`src/rtl/fifo_push_arbiter.sv`:
```
// fifo_push_arbiter
//   Round-robin arbiter/sequencer that shares one FIFO counter/storage pair
//   between NREQ producers and one consumer. One operation (a push or a pop)
//   is granted per visit to IDLE. The FIFO therefore never sees push and pop
//   strobes in the same cycle, and its flags settle before the next decision.
//
//   Optional feature macro: FIFO_ARB_POP_PRIORITY_EN
//     defined   : a contested decision always goes to POP
//     undefined : a contested decision alternates, starting with PUSH after reset
//
// Ports
//   clk          rising-edge clock
//   reset        asynchronous active-low reset
//   req/data_in  per-producer request and packed write word (lane i at i*DATA_WIDTH)
//   ack          one-hot, one-cycle pulse when producer i's word is pushed
//   pop_req      consumer request; pop_ack pulses when the pop is issued
//   flag_full    FIFO full flag, sampled only in IDLE
//   flag_empty   FIFO empty flag, sampled only in IDLE
//   enable_Push  push strobe to the FIFO
//   enable_Pop   pop strobe to the FIFO
//   push_data    registered write word; holds between pushes
//   grant_id     index of the last granted producer
//   busy         high while in PUSH or POP
module fifo_push_arbiter #(
  parameter int NREQ       = 4,
  parameter int DATA_WIDTH = 8,
  parameter int GW         = (NREQ > 1) ? $clog2(NREQ) : 1
) (
  input  logic                       clk,
  input  logic                       reset,
  input  logic [NREQ-1:0]            req,
  input  logic [NREQ*DATA_WIDTH-1:0] data_in,
  output logic [NREQ-1:0]            ack,
  input  logic                       pop_req,
  output logic                       pop_ack,
  input  logic                       flag_full,
  input  logic                       flag_empty,
  output logic                       enable_Push,
  output logic                       enable_Pop,
  output logic [DATA_WIDTH-1:0]      push_data,
  output logic [GW-1:0]              grant_id,
  output logic                       busy
);

  typedef enum logic [1:0] {S_IDLE, S_PUSH, S_POP} state_t;

  state_t                           state;
  logic [GW-1:0]                    rr_ptr;
  logic                             last_push;   // 1: last op was PUSH, 0: POP
  logic [NREQ-1:0][DATA_WIDTH-1:0]  lanes;
  logic [GW-1:0]                    win;
  logic                             push_ok, pop_ok, choose_push, choose_pop;

  assign lanes = data_in;

  // First requester at or above rr_ptr, wrapping modulo NREQ.
  always_comb begin
    int   j;
    logic found;
    win   = '0;
    found = 1'b0;
    j     = 0;
    for (int k = 0; k < NREQ; k++) begin
      j = int'(rr_ptr) + k;
      if (j >= NREQ) j = j - NREQ;
      if (!found && req[j]) begin
        found = 1'b1;
        win   = j[GW-1:0];
      end
    end
  end

  assign push_ok = (|req) & ~flag_full;
  assign pop_ok  = pop_req & ~flag_empty;

`ifdef FIFO_ARB_POP_PRIORITY_EN
  assign choose_push = push_ok & ~pop_ok;
`else
  // Contested: push only if the previous op was a pop.
  assign choose_push = push_ok & (~pop_ok | ~last_push);
`endif
  assign choose_pop  = pop_ok & ~choose_push;

  always_ff @(posedge clk or negedge reset) begin
    if (!reset) begin
      state       <= S_IDLE;
      rr_ptr      <= '0;
      last_push   <= 1'b0;
      ack         <= '0;
      pop_ack     <= 1'b0;
      enable_Push <= 1'b0;
      enable_Pop  <= 1'b0;
      push_data   <= '0;
      grant_id    <= '0;
      busy        <= 1'b0;
    end else begin
      case (state)
        S_IDLE: begin
          if (choose_push) begin
            state       <= S_PUSH;
            grant_id    <= win;
            push_data   <= lanes[win];
            ack         <= {{(NREQ-1){1'b0}}, 1'b1} << win;
            enable_Push <= 1'b1;
            busy        <= 1'b1;
          end else if (choose_pop) begin
            state      <= S_POP;
            enable_Pop <= 1'b1;
            pop_ack    <= 1'b1;
            busy       <= 1'b1;
          end
        end
        S_PUSH: begin
          state       <= S_IDLE;
          rr_ptr      <= (grant_id == GW'(NREQ-1)) ? '0 : grant_id + 1'b1;
          last_push   <= 1'b1;
          ack         <= '0;
          enable_Push <= 1'b0;
          busy        <= 1'b0;
        end
        S_POP: begin
          state      <= S_IDLE;
          last_push  <= 1'b0;
          enable_Pop <= 1'b0;
          pop_ack    <= 1'b0;
          busy       <= 1'b0;
        end
        default: begin
          state       <= S_IDLE;
          ack         <= '0;
          pop_ack     <= 1'b0;
          enable_Push <= 1'b0;
          enable_Pop  <= 1'b0;
          busy        <= 1'b0;
        end
      endcase
    end
  end

endmodule

```
`config.mk`:
```
export PLATFORM = sky130hd
export DESIGN_NAME = fifo_push_arbiter
export DESIGN_NICKNAME = d
export VERILOG_FILES = /design/src/rtl/fifo_push_arbiter.sv
export SDC_FILE = /design/constraint.sdc
export NUM_CORES = 1
export LEC_CHECK = 0
export CORE_ASPECT_RATIO = 2
export CORE_MARGIN = 3
export CORE_UTILIZATION = 45
export CTS_CLUSTER_DIAMETER = 60
export CTS_CLUSTER_SIZE = 16
export DETAILED_ROUTE_END_ITERATION = 10
export DONT_BUFFER_PORTS = 1
export GPL_TIMING_DRIVEN = 0
export PLACE_DENSITY = 0.71
export SYNTH_ARGS = -nofsm -noshare
export SYNTH_HDL_FRONTEND = slang
export SYNTH_SLANG_ARGS = --single-unit
```
`constraint.sdc`:
```
create_clock -name clk -period 2.4 [get_ports clk]
set_input_delay 0.48 -clock clk [delete_from_list [all_inputs] [get_ports clk]]
set_output_delay 0.48 -clock clk [all_outputs]
set_load 0.02 [all_outputs]
```
==> metrics.csv <==
stage,metric,value,unit
final_layout,mostFrequentLayoutCells,"22 x dfrtp_1, 16 x nand2_1, 15 x mux2i_1",
cts,tritoncts,done,
timing,skew,0.00479,ns
cts,clockBufferDepth,2,
cts,cts_buffers,3,
timing,slew_viol_final,0,
power_and_ir_drop,clockPowerShare,0.143,
job,maxCapViolCount,0,
global_routing,antenna_found_initial,0,
route,ant_nets,0,
logic_synthesis,yosys.cell_types.count,42,
cts,post_cts_buffers,0,
worst_setup_path,worstPathRequired,2.55,ns
logic_synthesis,synth_edf_count,0,
global_routing,grt_max_degree,23,
die,dieArea,0.00376,sq mm
logic_synthesis,async_flop_share,1.00,
route,drtIter0Drc,15,
global_routing,grt_first_pass_wirelength,5480,um
outcome,status,completed,
route,vias,1070,
timing,finalSetupViolCount,0,
die,row_count,27,
route,wl_per_cell,19.7,um
worst_setup_path,start_kind,register,
logic_synthesis,synth_seq_cells,22,
cts,clk_latency,0.26,ns
die,boundaryPins,59,
timing,min_period,1.91,ns
route,wl,3170,um
worst_setup_path,critical_path.cell_chain,inv_1 -> ha_1 -> o41a_1 -> nand3_2 -> nor3_1 -> a22oi_1 -> o221a_1,
logic_synthesis,synth_warnings,0,
worst_setup_path,crit_arrival,2.06,ns
worst_setup_path,critPathMaxFanout,10,
worst_setup_path,worst-setup-path-type,reg -> reg,
cts,path_clk_slew,0.08,ns
route,first_pass_iters,4,
worst_setup_path,worst_setup_path_end_kind,register,
logic_synthesis,yosysSeqAreaShare,0.405,
final_layout,antenna_cells,0,
cts,hold_buffers,1,
cts,h-tree-depth,1,
route,drc_errors,0,
die,die_w,44.9,um
cts,root_buffer,clkbuf_8,
global_routing,grt.total_usage,0.191,
power_and_ir_drop,pwr-share-comb,0.413,
die,start_util,0.479,
worst_setup_path,slowest_delay,0.40,ns
timing,final_hold_viol_count,0,
power_and_ir_drop,peakVddDrop,0.602,mV
cts,numClockSinks,22,
timing,rsz0062_at_grt,no,
route,route.detailed.vias_per_inst,6.65,
final_layout,fillCellCount,266,
timing,fin_crit_sh,0.795,
power_and_ir_drop,p_sw_frac,0.441,
power_and_ir_drop,switching_power,0.000827,W
final_layout,nets,178,
hold_path,hp-class,in -> reg,
power_and_ir_drop,power_density,1280,mW/mm^2
timing,max_freq,0.524,GHz
power_and_ir_drop,intPower,0.00105,W
timing,worstMarginPinSlew,1.03,ns
worst_setup_path,crit_buf_inv,1,
worst_setup_path,worst_path_dominant_cell_family,simple AND/OR/NAND/NOR gates,
placed_design,dp_hpwl,2560,um
power_and_ir_drop,seqPwrFrac,0.444,
final_layout,multi_input_area,747,sq um
cts,cts_resized,0,
global_routing,overflow,0,
die,design.core.area,0.00284,sq mm
logic_synthesis,syn_nets,172,
final_layout,mostFrequentLayoutCell,dfrtp_1,
final_layout,register_area,551,sq um
logic_synthesis,synthFlopType,dfrtp_1,
final_layout,areaGrowthSynthToFinish,7.45,%
placed_design,numPortBuffers,0,
timing,setup_tns,0,ns
placed_design,gp_congestion,0.807,
final_layout,final_util,0.515,
logic_synthesis,synthCells,127,
timing,slew_headroom,0.314,
logic_synthesis,synthesis.area_per_instance,10.7,sq um
die,die_y,83.7,um
worst_setup_path,critPathSlowestCell,dfrtp_1,
logic_synthesis,synthesis.area,0.00136,sq mm
power_and_ir_drop,cellLeakagePower,0.645,nW
final_layout,drive_gt1_frac,0.129,
global_routing,grt_pass1_vias,1160,
metrics by stage:
| stage | setup WS [ns] | total power, W | hold WS, ns | instances | cell area (sq um) |
|---|---|---|---|---|---|
| floorplan | 0.673 | 0.00145 | 0.184 | 127 | 1360 |
| global placement | 0.550 | 0.00158 | 0.185 | 156 | 1400 |
| detailed placement | 0.477 | 0.00162 | 0.185 | 156 | 1400 |
| CTS | 0.457 | 0.00190 | 0.430 | 161 | 1460 |
| global route | 0.268 | 0.00203 | 0.426 | 161 | 1460 |
| finish | 0.491 | 0.00188 | 0.433 | 161 | 1460 |
kinds of logic (layout without fill, tap and decap cells):
family,after synthesis,count (layout),synth area share
AO/OA/AOI/OAI,36,36,0.228
flip-flops,22,22,0.405
multiplexers,17,17,0.127
AND/OR/NAND/NOR,39,39,0.157
adder cells (fa/ha/maj),4,4,0.0368
buffers and inverters,9,14,0.0460
cell type report:
| type | count | area share |
|---|---|---|
| buffer | 5 | 0.0325 |
| multi-input combinational | 96 | 0.511 |
| inverter | 4 | 0.0103 |
| timing repair buffer | 1 | 0.00685 |
| clock buffer | 4 | 0.0377 |
| sequential | 22 | 0.377 |
| tap | 29 | 0.0248 |
routing by layer:
layer,global-route usage,up-vias,wire length [um]
met1,0.222,505,1170
met4,0.0693,0,76
met5,0,-,0
met3,0.0475,9,243
li1,-,494,-
met2,0.324,62,1680
flip-flops by register name (all words and copies together), names as in the netlist:
name,flops
ack,4
busy,1
enable_Pop,1
enable_Push,1
grant_id,2
last_push,1
push_data,8
rr_ptr,2
state,2
power groups by stage:
stage / logic, W / clock network, W / registers (W)
2_1_floorplan: 0.000648 / 0 / 0.000798
3_3_place_gp: 0.000738 / 0 / 0.000841
3_5_place_dp: 0.000781 / 0 / 0.000843
4_1_cts: 0.000788 / 0.000277 / 0.000840
5_1_grt: 0.000873 / 0.000298 / 0.000862
6_report: 0.000775 / 0.000268 / 0.000834
cells in the mapped netlist (2+ instances only):
cell,number,share of area
o21ai_0,3,0.011
dfrtp_1,22,0.40
a21oi_1,4,0.015
o22a_1,2,0.013
nand2b_1,3,0.014
o221a_1,2,0.017
nand3b_1,2,0.011
a22o_1,4,0.026
a32o_1,4,0.029
o221ai_1,7,0.045
ha_1,4,0.037
mux2i_1,15,0.11
nor2_1,7,0.019
nor3_1,2,0.0074
nand2_1,16,0.044
inv_1,3,0.0083
mux2_2,2,0.017
path summary, 6_finish.rpt:
path                        startpoint      endpoint  slack, ns  depth (start not counted)
setup / recovery              state[1]  push_data[7]       0.49                          7
hold / removal             data_in[13]  push_data[5]       0.43                          2
setup reg to reg              state[1]  push_data[7]       0.49                          7
hold reg to reg              last_push     last_push       0.57                          2
max in group asynchronous        reset     rr_ptr[0]       0.94                          1
min in group asynchronous        reset  push_data[0]       0.84                          1
No activity file was read; power rests on OpenSTA's default activity.
